**src/rtl/mem_access_unit.sv**
```systemverilog
// Load/store stage: runs one word access on the request/ack memory bus and stalls the core until it retires.
// Optional macro MEM_ACCESS_TIMEOUT_EN aborts an access that waits TIMEOUT_CYCLES without an ack.
module mem_access_unit #(
    parameter int ADDR_W         = 16,
    parameter int DATA_W         = 16,
    parameter int TIMEOUT_CYCLES = 8
) (
    input  logic              clk,
    input  logic              reset,
    input  logic              issue_en,
    input  logic              load,
    input  logic              store,
    input  logic [ADDR_W-1:0] addr,
    input  logic [DATA_W-1:0] store_data,
    input  logic [2:0]        dest_reg,
    output logic              stall,
    output logic              wb_en,
    output logic [2:0]        wb_reg,
    output logic [DATA_W-1:0] wb_data,
    output logic              mem_req,
    output logic              mem_we,
    output logic [ADDR_W-1:0] mem_addr,
    output logic [DATA_W-1:0] mem_wdata,
    input  logic [DATA_W-1:0] mem_rdata,
    input  logic              mem_ack,
    output logic              fault,
    output logic [ADDR_W-1:0] fault_addr
);

    typedef enum logic [1:0] {
        IDLE,
        REQ,
        DONE
    } state_t;

    state_t            state_q, state_d;
    logic              mem_req_q, mem_req_d;
    logic              mem_we_q, mem_we_d;
    logic [ADDR_W-1:0] mem_addr_q, mem_addr_d;
    logic [DATA_W-1:0] mem_wdata_q, mem_wdata_d;
    logic [2:0]        dest_q, dest_d;
    logic              is_load_q, is_load_d;
    logic              abort_q, abort_d;
    logic [DATA_W-1:0] wb_data_q, wb_data_d;
    logic              fault_q, fault_d;
    logic [ADDR_W-1:0] fault_addr_q, fault_addr_d;
    logic              accept;

`ifdef MEM_ACCESS_TIMEOUT_EN
    localparam int CNT_W = $clog2(TIMEOUT_CYCLES + 1);
    logic [CNT_W-1:0] cnt_q, cnt_d, cnt_inc;
`endif

    assign accept = issue_en & (load | store);

    always_comb begin
        state_d      = state_q;
        mem_req_d    = mem_req_q;
        mem_we_d     = mem_we_q;
        mem_addr_d   = mem_addr_q;
        mem_wdata_d  = mem_wdata_q;
        dest_d       = dest_q;
        is_load_d    = is_load_q;
        abort_d      = abort_q;
        wb_data_d    = wb_data_q;
        fault_d      = fault_q;
        fault_addr_d = fault_addr_q;
        stall        = 1'b0;
`ifdef MEM_ACCESS_TIMEOUT_EN
        cnt_d        = cnt_q;
        cnt_inc      = cnt_q + CNT_W'(1);
`endif
        case (state_q)
            IDLE: begin
                if (accept) begin
                    stall     = 1'b1;
                    is_load_d = load;
                    dest_d    = dest_reg;
                    if (!addr[0]) begin
                        // Load wins when both strobes are set, so a write only happens for a pure store.
                        mem_req_d   = 1'b1;
                        mem_we_d    = ~load;
                        mem_addr_d  = addr;
                        mem_wdata_d = store_data;
                        abort_d     = 1'b0;
                        state_d     = REQ;
`ifdef MEM_ACCESS_TIMEOUT_EN
                        cnt_d       = '0;
`endif
                    end else begin
                        fault_d = 1'b1;
                        if (!fault_q) fault_addr_d = addr;
                        abort_d = 1'b1;
                        state_d = DONE;
                    end
                end
            end
            REQ: begin
                stall = 1'b1;
                if (mem_ack) begin
                    if (is_load_q) wb_data_d = mem_rdata;
                    mem_req_d = 1'b0;
                    state_d   = DONE;
                end
`ifdef MEM_ACCESS_TIMEOUT_EN
                else begin
                    cnt_d = cnt_inc;
                    if (cnt_inc == CNT_W'(TIMEOUT_CYCLES)) begin
                        mem_req_d = 1'b0;
                        abort_d   = 1'b1;
                        fault_d   = 1'b1;
                        if (!fault_q) fault_addr_d = mem_addr_q;
                        state_d   = DONE;
                    end
                end
`endif
            end
            DONE: begin
                state_d = IDLE;
            end
            default: begin
                state_d = IDLE;
            end
        endcase
    end

    always_ff @(posedge clk or negedge reset) begin
        if (!reset) begin
            state_q      <= IDLE;
            mem_req_q    <= 1'b0;
            mem_we_q     <= 1'b0;
            mem_addr_q   <= '0;
            mem_wdata_q  <= '0;
            dest_q       <= '0;
            is_load_q    <= 1'b0;
            abort_q      <= 1'b0;
            wb_data_q    <= '0;
            fault_q      <= 1'b0;
            fault_addr_q <= '0;
        end else begin
            state_q      <= state_d;
            mem_req_q    <= mem_req_d;
            mem_we_q     <= mem_we_d;
            mem_addr_q   <= mem_addr_d;
            mem_wdata_q  <= mem_wdata_d;
            dest_q       <= dest_d;
            is_load_q    <= is_load_d;
            abort_q      <= abort_d;
            wb_data_q    <= wb_data_d;
            fault_q      <= fault_d;
            fault_addr_q <= fault_addr_d;
        end
    end

`ifdef MEM_ACCESS_TIMEOUT_EN
    always_ff @(posedge clk or negedge reset) begin
        if (!reset) cnt_q <= '0;
        else        cnt_q <= cnt_d;
    end
`endif

    assign wb_en      = (state_q == DONE) & is_load_q & ~abort_q;
    assign wb_reg     = dest_q;
    assign wb_data    = wb_data_q;
    assign mem_req    = mem_req_q;
    assign mem_we     = mem_we_q;
    assign mem_addr   = mem_addr_q;
    assign mem_wdata  = mem_wdata_q;
    assign fault      = fault_q;
    assign fault_addr = fault_addr_q;

endmodule
```
**config.mk**
```make
export PLATFORM = sky130hd
export DESIGN_NAME = mem_access_unit
export DESIGN_NICKNAME = d
export VERILOG_FILES = /design/src/rtl/mem_access_unit.sv
export SDC_FILE = /design/constraint.sdc
export NUM_CORES = 1
export LEC_CHECK = 0
export CAP_MARGIN = 20
export CORE_MARGIN = 2
export CORE_UTILIZATION = 41
export DETAILED_ROUTE_END_ITERATION = 7
export PLACE_DENSITY = 0.79
export SYNTH_ARGS = -nofsm -noshare
export SYNTH_HDL_FRONTEND = slang
export SYNTH_SLANG_ARGS = --single-unit
```
**constraint.sdc**
```tcl
create_clock -name clk -period 1.7 [get_ports clk]
set_input_delay 0.34 -clock clk [delete_from_list [all_inputs] [get_ports clk]]
set_output_delay 0.34 -clock clk [all_outputs]
set_load 0.01 [all_outputs]
```
Word level (Yosys, flattened, before mapping):

Cells that the tools add are included.

* register bits after elaboration: 73
* logic and storage cells: 44
* input bits: 57

* eq/ne operators: 5
* multiplexer cells: 11
* reductions and logical operators: 9
* bitwise operators: 8

Operators with widths (count)
* $reduce_and 3->1: 3
* $reduce_and 4->1: 2
* $mux 2: 3
* $ne 2x2->1 const B: 3
* $mux 1: 5
* $not 1->1: 4
* $pmux 1 s2: 2
* $pmux 2 s2: 1
* $reduce_and 2->1: 2
* $and 1x1->1: 3
* $eq 2x1->1 const B: 1
* $eq 2x2->1 const B: 1
* $logic_not 2->1: 1
* $reduce_bool 2->1: 1
* $or 1x1->1: 1

Logic depth before layout (Yosys ltp):

* depth in word-level cells: 4
* gate-level depth with buffers: 4

Worst setup path after synthesis:

No wires, ideal clock.

* path type: register to register
* from: reg state_q[0]
* to: reg fault_addr_q[10] (netlist: fault_addr[10])
* cell stages (with the launch flop): 5
* buffers on the path: 1
* period minus slack after synthesis: 1.410 ns
* setup slack: 0.290 ns
* arrival: 1.285 ns
* data required time: 1.575 ns
* setup time: 0.125 ns
* path through: dfrtp_1 -> nor2_4 -> nand4b_4 -> buf_6 -> mux2_4

* word-level cells in the longest chain between the ends: 2

RTL lines
* start: declaration: line 36 `state_t state_q, state_d;`
* start signal: assignment: line 141 `state_q <= state_d;`
* $logic_not 2->1: line 73 `case (state_q)`
* $reduce_and 4->1 (no line)
* end signal: assignment: line 151 `fault_addr_q <= fault_addr_d;`
* end: declaration: line 46 `logic [ADDR_W-1:0] fault_addr_q, fault_addr_d;`

Every way passes these cells.
A chain may end at the register's enable or synchronous reset.

Final worst setup path:

* from: reg state_q[1]
* to: out wb_en

* word-level cells in the longest chain between the ends: 3

RTL lines
* $eq 2x2->1: line 162 `assign wb_en = (state_q == DONE) & is_load_q & ~abort_q;`
* $and 1x1->1 (2 in series): line 162
* end: declaration: line 17 `output logic wb_en,`

Every way passes these cells.

==> qor.csv <==
metric,value,unit
status,finished clean,
grt_max_degree,35,
grt_pass1_wl,9756,um
yosysWarningCount,0,
avgSynthCellArea,17.06,um2
drv_cap,0,
peakVddDrop,0.9087,mV
first_pass_iters,2,
finClkSkew,0.007217,ns
die-area,0.007632,mm2
io_buffer_count,127,
via_per_inst,4.798,
period_needed,1.641,ns
path_clk_slew,0.08,ns
overflow,0,
holdCritPathClass,input pin to async pin,
required,1.36,ns
routed_wl,6123,um
cts_buffers,9,
wl_per_cell,15.42,um
coreArea,0.006756,mm2
yosysMostFrequentCell,dfrtp_1,
dp_hpwl,4515,um
synth_top_area_share,64.12,%
row_count,30,
cts_root_buf,clkbuf_8,
critPathKind,flop to output port,
die_h,87.36,um
clock_latency,0.33,ns
syn_area,0.002849,mm2
rsz0062_at_grt,false,
synth_common_cells,"dfrtp_1 (73), mux2_2 (55), mux2_4 (9)",
ys_ff_latch,73,
end_kind,output port,
stdcell_area,0.004521,mm2
ys_types,23,
fin_ws,0.05853,ns
finalNetCount,369,
worstPathArrival,1.30,ns
drc,0,
dr.first_iter.drc_count,57,
place_congestion,0.7285,
p_leak,0.002015,uW
period_share,96.56,%
setup_viol,0,
drive_gt1_share,32.18,%
h-tree-depth,3,
fp.dieW,87.36,um
drv_slew,0,
powerDensity,1471,mW/mm2
postSynthNetCount,224,
cts_tree,yes,
worstPathMaxFanout,6,
yosysSeqAreaShare,64.12,%
antenna_found_initial,0,
start_util,42.17,%
vias,1905,
ant_nets,0,
synthArstFlopShare,100.0,%
synth_edf_count,0,
grt_util_all_layers,16.65,%
synthCells,167,
critPathLaunchType,flop,
yosys-top-cells-area,"dfrtp_1 (64%), mux2_2 (22%), mux2_4 (4.7%)",
hold_viol,0,
clockBufferDepth,2,
synth_ff_type,dfrtp_1,
syn2layout_area_growth,58.67,%
antenna_cells,0,
pin_count,129,
placed_area,0.004300,mm2
fmax,609.2,MHz
clock-sinks,73,
place_ws,-0.2313,ns
holdWs,0.4445,ns
grt_pass1_vias,1984,
synth_top_area_cell,dfrtp_1,
==> layer usage <==
| metal | part of all wire (%) | track usage, % | up-vias |
|---|---|---|---|
| met1 | 42 | 21.17 | 949 |
| li1 | - | - | 874 |
| met2 | 49 | 26.38 | 73 |
| met5 | 0 | 0 | - |
| met3 | 7.8 | 5.877 | 9 |
| met4 | 1.2 | 5.874 | 0 |
==> power breakdown <==
group	switching [uW]	total, uW	internal [uW]	leakage, uW
sequential	322	2690	2360	0.000875
combinational	848	2520	1680	0.00104
clock	644	1440	796	0.000105
==> critical path: stages, from the launching register on <==
cell	delay (ns)
dfrtp_2	0.45
and4bb_2	0.24
dlygate4sd2_1	0.28
==> worst paths after layout <==
check | cells after the start | slack [ns] | from | to
worst max-delay path | 2 | 0.06 | state_q[1]$_DFFE_PN0P_ | wb_en
worst min-delay path | 2 | 0.44 | reset | fault_addr[11]$_DFFE_PN0P_
worst max register to register | 5 | 0.16 | state_q[0]$_DFFE_PN0P_ | fault_addr[14]$_DFFE_PN0P_
worst min register to register | 1 | 0.48 | fault_addr[0]$_DFFE_PN0P_ | fault_addr[0]$_DFFE_PN0P_
max in group asynchronous | 3 | 0.72 | reset | mem_wdata[8]$_DFFE_PN0P_
min in group clk | 1 | 0.48 | fault_addr[0]$_DFFE_PN0P_ | fault_addr[0]$_DFFE_PN0P_
==> through the flow <==
step / setup TNS [ns] / cells / power [uW] / util [%]
6_report: 0 / 397 / 6650 / 66.91
4_1_cts: 0 / 397 / 6737 / 66.98
2_1_floorplan: 0 / 167 / 3675 / -
3_5_place_dp: -7.889 / 380 / 5280 / 63.65
3_3_place_gp: -6.841 / 380 / 5200 / 63.65
5_1_grt: 0 / 397 / 7024 / 66.91
==> cell type report <==
type / count / area, um2
inverters: 1 / 3.754
fillers: 516 / 2236
repair buffers: 140 / 1413
well taps: 80 / 100.1
clock inverters: 4 / 50.05
multi-input cells: 87 / 960.9
clock buffers: 12 / 165.2
flip-flops and latches: 73 / 1828
==> timing repair <==
item                       4_1_cts  5_1_grt
hold endpoints to repair        23        0
buffers inserted                 0        0
setup endpoints to repair        2        1
hold buffers                     1        0
resized for setup                4        1
==> cell families after synthesis <==
family                 after synthesis  share of synthesized area [%]
DFF                                 73                          64.12
muxes                               67                          27.62
and+or+nand+nor                     16                          5.138
buffers and inverters                7                          2.152
AOI/OAI and AO/OA                    3                         0.8343
other                                1                         0.1316
==> placed cells by master (no fill, tap or decap), drive strengths merged <==
cell | synthesis | routed
a21bo | 1 | 1
and4bb | 1 | 1
buf | 6 | 13
bufinv | 0 | 1
clkbuf | 0 | 13
clkdlybuf4s50 | 0 | 124
clkinv | 0 | 1
clkinvlp | 0 | 2
conb | 1 | 1
dfrtp | 73 | 73
dlygate4sd2 | 0 | 1
dlygate4sd3 | 0 | 1
inv | 1 | 1
mux2 | 66 | 66
mux2i | 1 | 1
nand2 | 4 | 4
nand2b | 2 | 2
nand3 | 1 | 1
nand3b | 2 | 2
nand4b | 2 | 2
nor2 | 3 | 3
o21a | 1 | 1
o21ai | 1 | 1
or2b | 1 | 1
Power figures use the tool's default switching activity.
